<file path="src/rtl/concat_n.sv">
// Merges CHANNELS upstream request/ack lists into a single downstream list,
// either one list after another (MODE=0) or round-robin interleaved (MODE=1).
module concat_n #(
  parameter int WIDTH    = 8,
  parameter int CHANNELS = 4,
  parameter int MODE     = 0
) (
  input  logic                      clock,
  input  logic                      reset,
  output logic [CHANNELS-1:0]       in_req,
  input  logic [CHANNELS-1:0]       in_ack,
  input  logic [CHANNELS-1:0]       in_eol,
  input  logic [CHANNELS*WIDTH-1:0] in_value,
  input  logic                      req,
  output logic                      ack,
  output logic                      eol,
  output logic [WIDTH-1:0]          value
);

  localparam int SEL_W = (CHANNELS > 1) ? $clog2(CHANNELS) : 1;

  typedef enum logic [1:0] {
    IDLE  = 2'd0,
    PROBE = 2'd1,
    WAIT  = 2'd2,
    DONE  = 2'd3
  } state_t;

  state_t              state_reg, state_next;
  logic [SEL_W-1:0]    sel_reg, sel_next;
  logic [CHANNELS-1:0] exhausted_reg, exhausted_next;
  logic                req_on_reg, req_on_next;
  logic                ack_reg, ack_next;
  logic [WIDTH-1:0]    value_reg, value_next;
  logic                req_prev_reg;

  logic [WIDTH-1:0]    lane_value [CHANNELS];
  logic [CHANNELS-1:0] exhausted_probe;
  logic                req_edge;
  logic                sel_ack;
  logic                sel_eol;

  // Next channel after 'from' (wrapping) whose mask bit is clear; 'from'
  // itself is the last candidate so a lone live channel keeps being served.
  function automatic logic [SEL_W-1:0] next_free(input logic [SEL_W-1:0]    from,
                                                 input logic [CHANNELS-1:0] mask);
    int idx;
    next_free = from;
    for (int i = CHANNELS; i >= 1; i--) begin
      idx = (int'(from) + i) % CHANNELS;
      if (!mask[idx]) begin
        next_free = SEL_W'(idx);
      end
    end
  endfunction

  // Only the selected channel ever sees a request, so in_req is one-hot or zero.
  generate
    for (genvar gi = 0; gi < CHANNELS; gi++) begin : g_lane
      assign lane_value[gi] = in_value[gi*WIDTH +: WIDTH];
      assign in_req[gi]     = req_on_reg && (sel_reg == SEL_W'(gi));
    end
  endgenerate

  assign req_edge        = req && !req_prev_reg;
  assign sel_ack         = in_ack[sel_reg];
  assign sel_eol         = in_eol[sel_reg];
  assign exhausted_probe = exhausted_reg | (CHANNELS'(1) << sel_reg);

  always_comb begin
    state_next     = state_reg;
    sel_next       = sel_reg;
    exhausted_next = exhausted_reg;
    req_on_next    = req_on_reg;
    ack_next       = 1'b0;
    value_next     = value_reg;

    case (state_reg)
      IDLE: begin
        if (req_edge) begin
          state_next = PROBE;
        end
      end

      PROBE: begin
        if (!sel_eol) begin
          state_next  = WAIT;
          req_on_next = 1'b1;
        end else begin
          exhausted_next = exhausted_probe;
          if (&exhausted_probe) begin
            state_next = DONE;
          end else begin
            sel_next = next_free(sel_reg, exhausted_probe);
          end
        end
      end

      WAIT: begin
        // An ack that arrives together with eol still carries a valid element.
        if (sel_ack) begin
          value_next  = lane_value[sel_reg];
          ack_next    = 1'b1;
          req_on_next = 1'b0;
          state_next  = IDLE;
          if (MODE == 1) begin
            sel_next = next_free(sel_reg, exhausted_reg);
          end
        end
      end

      DONE: begin
        state_next = DONE;
      end

      default: begin
        state_next = IDLE;
      end
    endcase
  end

  always_ff @(posedge clock) begin
    if (reset) begin
      state_reg     <= IDLE;
      sel_reg       <= '0;
      exhausted_reg <= '0;
      req_on_reg    <= 1'b0;
      ack_reg       <= 1'b0;
      value_reg     <= '0;
      // Starting high means a req already asserted at reset release is not an edge.
      req_prev_reg  <= 1'b1;
    end else begin
      state_reg     <= state_next;
      sel_reg       <= sel_next;
      exhausted_reg <= exhausted_next;
      req_on_reg    <= req_on_next;
      ack_reg       <= ack_next;
      value_reg     <= value_next;
      req_prev_reg  <= req;
    end
  end

  assign ack   = ack_reg;
  assign eol   = (state_reg == DONE);
  assign value = value_reg;

endmodule

</file>
<file path="config.mk">
export PLATFORM = sky130hd
export DESIGN_NAME = concat_n
export DESIGN_NICKNAME = d
export VERILOG_FILES = /design/src/rtl/concat_n.sv
export SDC_FILE = /design/constraint.sdc
export NUM_CORES = 1
export LEC_CHECK = 0
export BUFFER_PORTS_ARGS = -buffer_cell sky130_fd_sc_hd__buf_2
export CORE_MARGIN = 5
export CORE_UTILIZATION = 45
export CTS_BUF_LIST = sky130_fd_sc_hd__clkbuf_2 sky130_fd_sc_hd__clkbuf_4 sky130_fd_sc_hd__clkbuf_8
export CTS_CLUSTER_DIAMETER = 30
export DETAILED_ROUTE_END_ITERATION = 6
export MAX_ROUTING_LAYER = met4
export PLACE_DENSITY_LB_ADDON = 0.08
export SETUP_SLACK_MARGIN = 0.05
export SYNTH_ARGS = -nofsm -noshare
export SYNTH_HDL_FRONTEND = slang
export SYNTH_SLANG_ARGS = --single-unit
</file>
<file path="constraint.sdc">
create_clock -name clock -period 7.6 [get_ports clock]
set_input_delay 1.14 -clock clock [delete_from_list [all_inputs] [get_ports clock]]
set_output_delay 1.14 -clock clock [all_outputs]
set_load 0.01 [all_outputs]
</file>
**Word-level counts from Yosys, hierarchy flattened**

Cells that the tools add are included.

- Flip-flop bits (word level): 19
- Bits of input ports: 43
- Output and inout bits: 14
- Logic and storage cells: 89

- Eq/ne operators: 11
- Order comparisons: 6
- Multiplexer cells: 32
- Reductions and logical operators: 20
- Shifts and indexed selects: 1
- Add/subtract/negate cells: 4
- Bitwise operators: 8

Operator list:

| operator | number |
|---|---|
| binary-select mux 8 bit (select 2 bit) | 1 |
| less-than comparator 3 x 4 -> 1 bit, second input constant | 4 |
| 2-to-1 mux 2 bit | 8 |
| 2-to-1 mux 8 bit | 2 |
| 2-to-1 mux 1 bit | 13 |
| binary-select mux 1 bit (select 2 bit) | 6 |
| OR reduction 2 bit | 5 |
| == test 2 bit, second input constant | 4 |
| one-hot mux 2 bit (4 select lines) | 1 |
| AND reduction 4 bit | 2 |
| inequality test 2 bit, second input constant | 3 |
| AND reduction 3 bit | 2 |
| logical AND 1 bit | 5 |
| adder 2 x 1 -> 2 bit, second input constant | 2 |
| adder 2 bit, second input constant | 2 |
| bitwise AND 1 bit, first input constant | 4 |
| == test 2 x 1 -> 1 bit, second input constant | 2 |
| logical NOT 2 bit | 2 |
| inequality test 4 bit, second input constant | 1 |
| OR 4 bit | 1 |
| AND reduction 2 bit | 2 |
| << shifter 1 x 2 -> 4 bit, first input constant | 1 |
| greater-or-equal comparator 3 bit, second input constant | 1 |
| less-than comparator 2 x 3 -> 1 bit, second input constant | 1 |
| other kinds (6) | 7 |

**Longest topological paths before layout**

- Word-level depth: 10
- Depth in mapped cells: 9
- Depth with buffers taken out: 7

**Least setup slack after synthesis**

No wires, ideal clock.

- Kind: reg-to-output
- Start: reg sel_reg[0]
- End: out in_req[2]
- Required time: 6460 ps
- Cell stages (with the launch flop): 6
- Arrival: 1345 ps
- Buffers on the path: 2
- Path slack: 5115 ps
- Path through: dfxtp_1 -> buf_6 -> buf_2 -> inv_1 -> ha_1 -> and2_1

- Longest elaborated chain between the ends: 2

RTL lines:

| what | line | text |
|---|---|---|
| start, declared | 30 | `logic [SEL_W-1:0] sel_reg, sel_next;` |
| start signal, assigned | 134 | `sel_reg <= sel_next;` |
| == test 2 bit | 61 | `assign in_req[gi] = req_on_reg && (sel_reg == SEL_W'(gi));` |
| logical AND 1 bit | 61 |  |
| end, declared | 10 | `output logic [CHANNELS-1:0] in_req,` |

No other way between the ends.

**Worst setup path after layout**

- Start: reg sel_reg[1]
- End: out in_req[1]

- Longest elaborated chain between the ends: 2

RTL lines:

| what | line |
|---|---|
| == test 2 x 1 -> 1 bit | 61 |
| logical AND 1 bit | 61 |

No other way between the ends.

==> results.cfg <==
[run_status]
status = completed

[global_routing]
antenna_found_initial = 0
grt.total_usage_pct = 16.53
grt_pass1_wl_um = 4457
first_global_vias = 1071
grt_overflow = 0
grt_start_max_net_pins = 21

[layout]
utilization_pct = 59.90
syn2layout_area_growth_pct = 27.25
largest_reg_flops = 8
drive_above_1_share_pct = 47.31
antenna_cells = 0
stdcell_count = 197
nets = 215

[sta]
finalSetupViolations = 0
period_minus_slack_ns = 3.044
relSlewSlack_pct = 53.78
tightest_slew_ns = 0.6924
finalCritPeriodShare_pct = 40.05
rsz0062_at_grt = false
finalSetupTns_ns = 0
skew_ns = 0.004994
hold_violations = 0
fmax_ghz = 0.3285
maxSlewViolCount = 0
setup_ws_ns = 4.556

[routing]
first_iter_violations = 42
routedWlPerCell_um = 14.40
wirelength_um = 2837
drc = 0
dr.pass1.iters = 4
vias = 1107
drt.antenna.violating_nets = 0
viasPerCell = 5.619

[yosys]
ys_warn_count = 0
yosys.area.top_type = dfxtp_1
syn_avg_cell_area_um2 = 10.41
ys_types = 33
yosysSeqAreaShare_pct = 32.62
synth.cell_area_um2 = 1166
ys_ff_latch = 19
synth_top_area_share_pct = 32.62
synth_cells = 112
synth_top_cells_by_area = dfxtp_1, mux4_2, mux2i_1
synth_fp_nets = 159

[setup_path]
path_class = flop to output port
path_cells = inv_1, ha_1, and2_1, buf_2
cp.required_ns = 6.46
reg2reg_depth = 7
critical_path.max_stage_delay_ns = 0.79
path_max_fanout = 16
crit_end = in_req[1]
cp_slowest_cell = dfxtp_1
arrival_ns = 1.90
r2r_end = sel_reg[0]
endpoint_kind = output port
crit_start = sel_reg[1]
rr_startpoint = sel_reg[1]
rrSetupSlack_ns = 4.96
start_kind = flop

[placed_design]
numPortBuffers = 56
gp_congestion = 0.9497
dp_slack_ns = 4.920
dpl.hpwl_um = 2180
place_inst = 193

[clock_network]
cts_hold_buffers = 0
cts_htree_levels = 1
cts.sinks = 19
clk_pin_slew_worst_paths_ns = 0.11
clock_latency_ns = 0.30
cts-root-buf = clkbuf_4
cts_tree = yes
cts_buffers = 3
clockBufferDepth = 2
post_cts_buffers = 0
cts_resized = 0

[die]
fp.dieH_um = 60.91
dieArea_um2 = 3709
core_region_area_um2 = 2477
die-width_um = 60.91
rows = 18
io_pins = 57
start_util_pct = 47.07

[pwr]
powerDensity_nw_per_um2 = 129.0
peakVddDrop_uv = 107.7
leakage_nw = 0.6448
p_total_w = 0.0001914

[run]
maxCapViolCount = 0

[worst_hold_path]
hold_class = flop to flop
## cell usage in the layout, fill, tap and decap left out
cell	count
o22ai_1	2
ha_1	4
nor2_4	1
a2111oi_2	1
dfxtp_1	19
o311a_1	1
a211o_1	1
clkbuf_4	3
mux2_2	1
o21ai_2	1
mux4_2	10
inv_1	3
clkinv_2	1
a211oi_1	1
nor3_1	2
and2_1	6
o21ai_0	4
nor2_1	20
mux2i_1	8
a21o_1	1
nor2b_1	1
a21oi_1	8
nand2_1	3
or4b_2	1
buf_4	1
buf_2	56
or2_2	1
o31a_1	1
o211ai_1	1
mux4_1	1
nor2b_4	1
a2111oi_0	1
nor3_2	1
## area by class of cell
type	count	area (um2)
Timing Repair Buffer	57	287.8
Multi-Input combinational cell	84	739.5
Clock inverter	1	5.005
Tap cell	30	37.54
Inverter	3	11.26
Sequential cell	19	380.4
Clock buffer	3	22.52
Fill cell	222	993.5
## per-stage QoR
stage               hold WS, ns  area (um2)
floorplan                0.4595        1166
global placement         0.4670        1456
detailed placement       0.4782        1456
CTS                      0.5083        1484
global route             0.5353        1484
finish                   0.5014        1484
## Yosys cell counts (all sizes together)
library cell	n
nor2	21
dfxtp	19
mux4	11
a21oi	8
mux2i	8
and2	6
o21ai	5
ha	4
buf	3
clkbuf	3
inv	3
nand2	3
nor3	3
a2111oi	2
nor2b	2
o22ai	2
a211o	1
a211oi	1
a21o	1
mux2	1
o211ai	1
o311a	1
o31a	1
or2	1
or4b	1
## critical path: cells and delay by family (launching register included)
kind                     cells  cell delay (ns)
buffers and inverters        2             0.34
flip-flops                   1             0.79
AND/OR/NAND/NOR              1             0.17
adder cells (fa/ha/maj)      1             0.30
## routing by layer
layer | up-vias | part of all wire (%) | track usage, %
met4 | 0 | 2.0 | 7.740
li1 | 526 | - | -
met2 | 43 | 51 | 28.09
met5 | - | 0 | -
met3 | 8 | 8.5 | 4.043
met1 | 530 | 38 | 18.02
## worst min-delay path by stage
stage	from	slack (ns)	end	cells after the start
finish	value[3]	0.50	value[3]	2
global route	req_prev_reg	0.54	state_reg[0]	2
CTS	value[0]	0.51	value[0]	2
detailed placement	value[0]	0.48	value[0]	2
global placement	value[4]	0.47	value[4]	2
floorplan	exhausted_reg[0]	0.46	exhausted_reg[0]	2
## report_power, final
| group | total [W] | leakage (nW) | internal (W) | switching [W] |
|---|---|---|---|---|
| sequential | 0.000105 | 0.154 | 0.000101 | 0.00000330 |
| combinational | 0.0000337 | 0.473 | 0.0000203 | 0.0000134 |
| clock | 0.0000531 | 0.0177 | 0.0000196 | 0.0000334 |
## logic make-up (layout without fill, tap and decap cells)
kind of cell	after synthesis	after routing	share of synthesized area, %
AOI/OAI and AO/OA	23	23	13.31
muxes	20	20	29.40
and+or+nand+nor	37	37	16.42
DFF	19	19	32.62
buffers and inverters	9	64	3.970
adders and majority gates	4	4	4.292
Note: power is estimated with default switching activity, not from simulation.
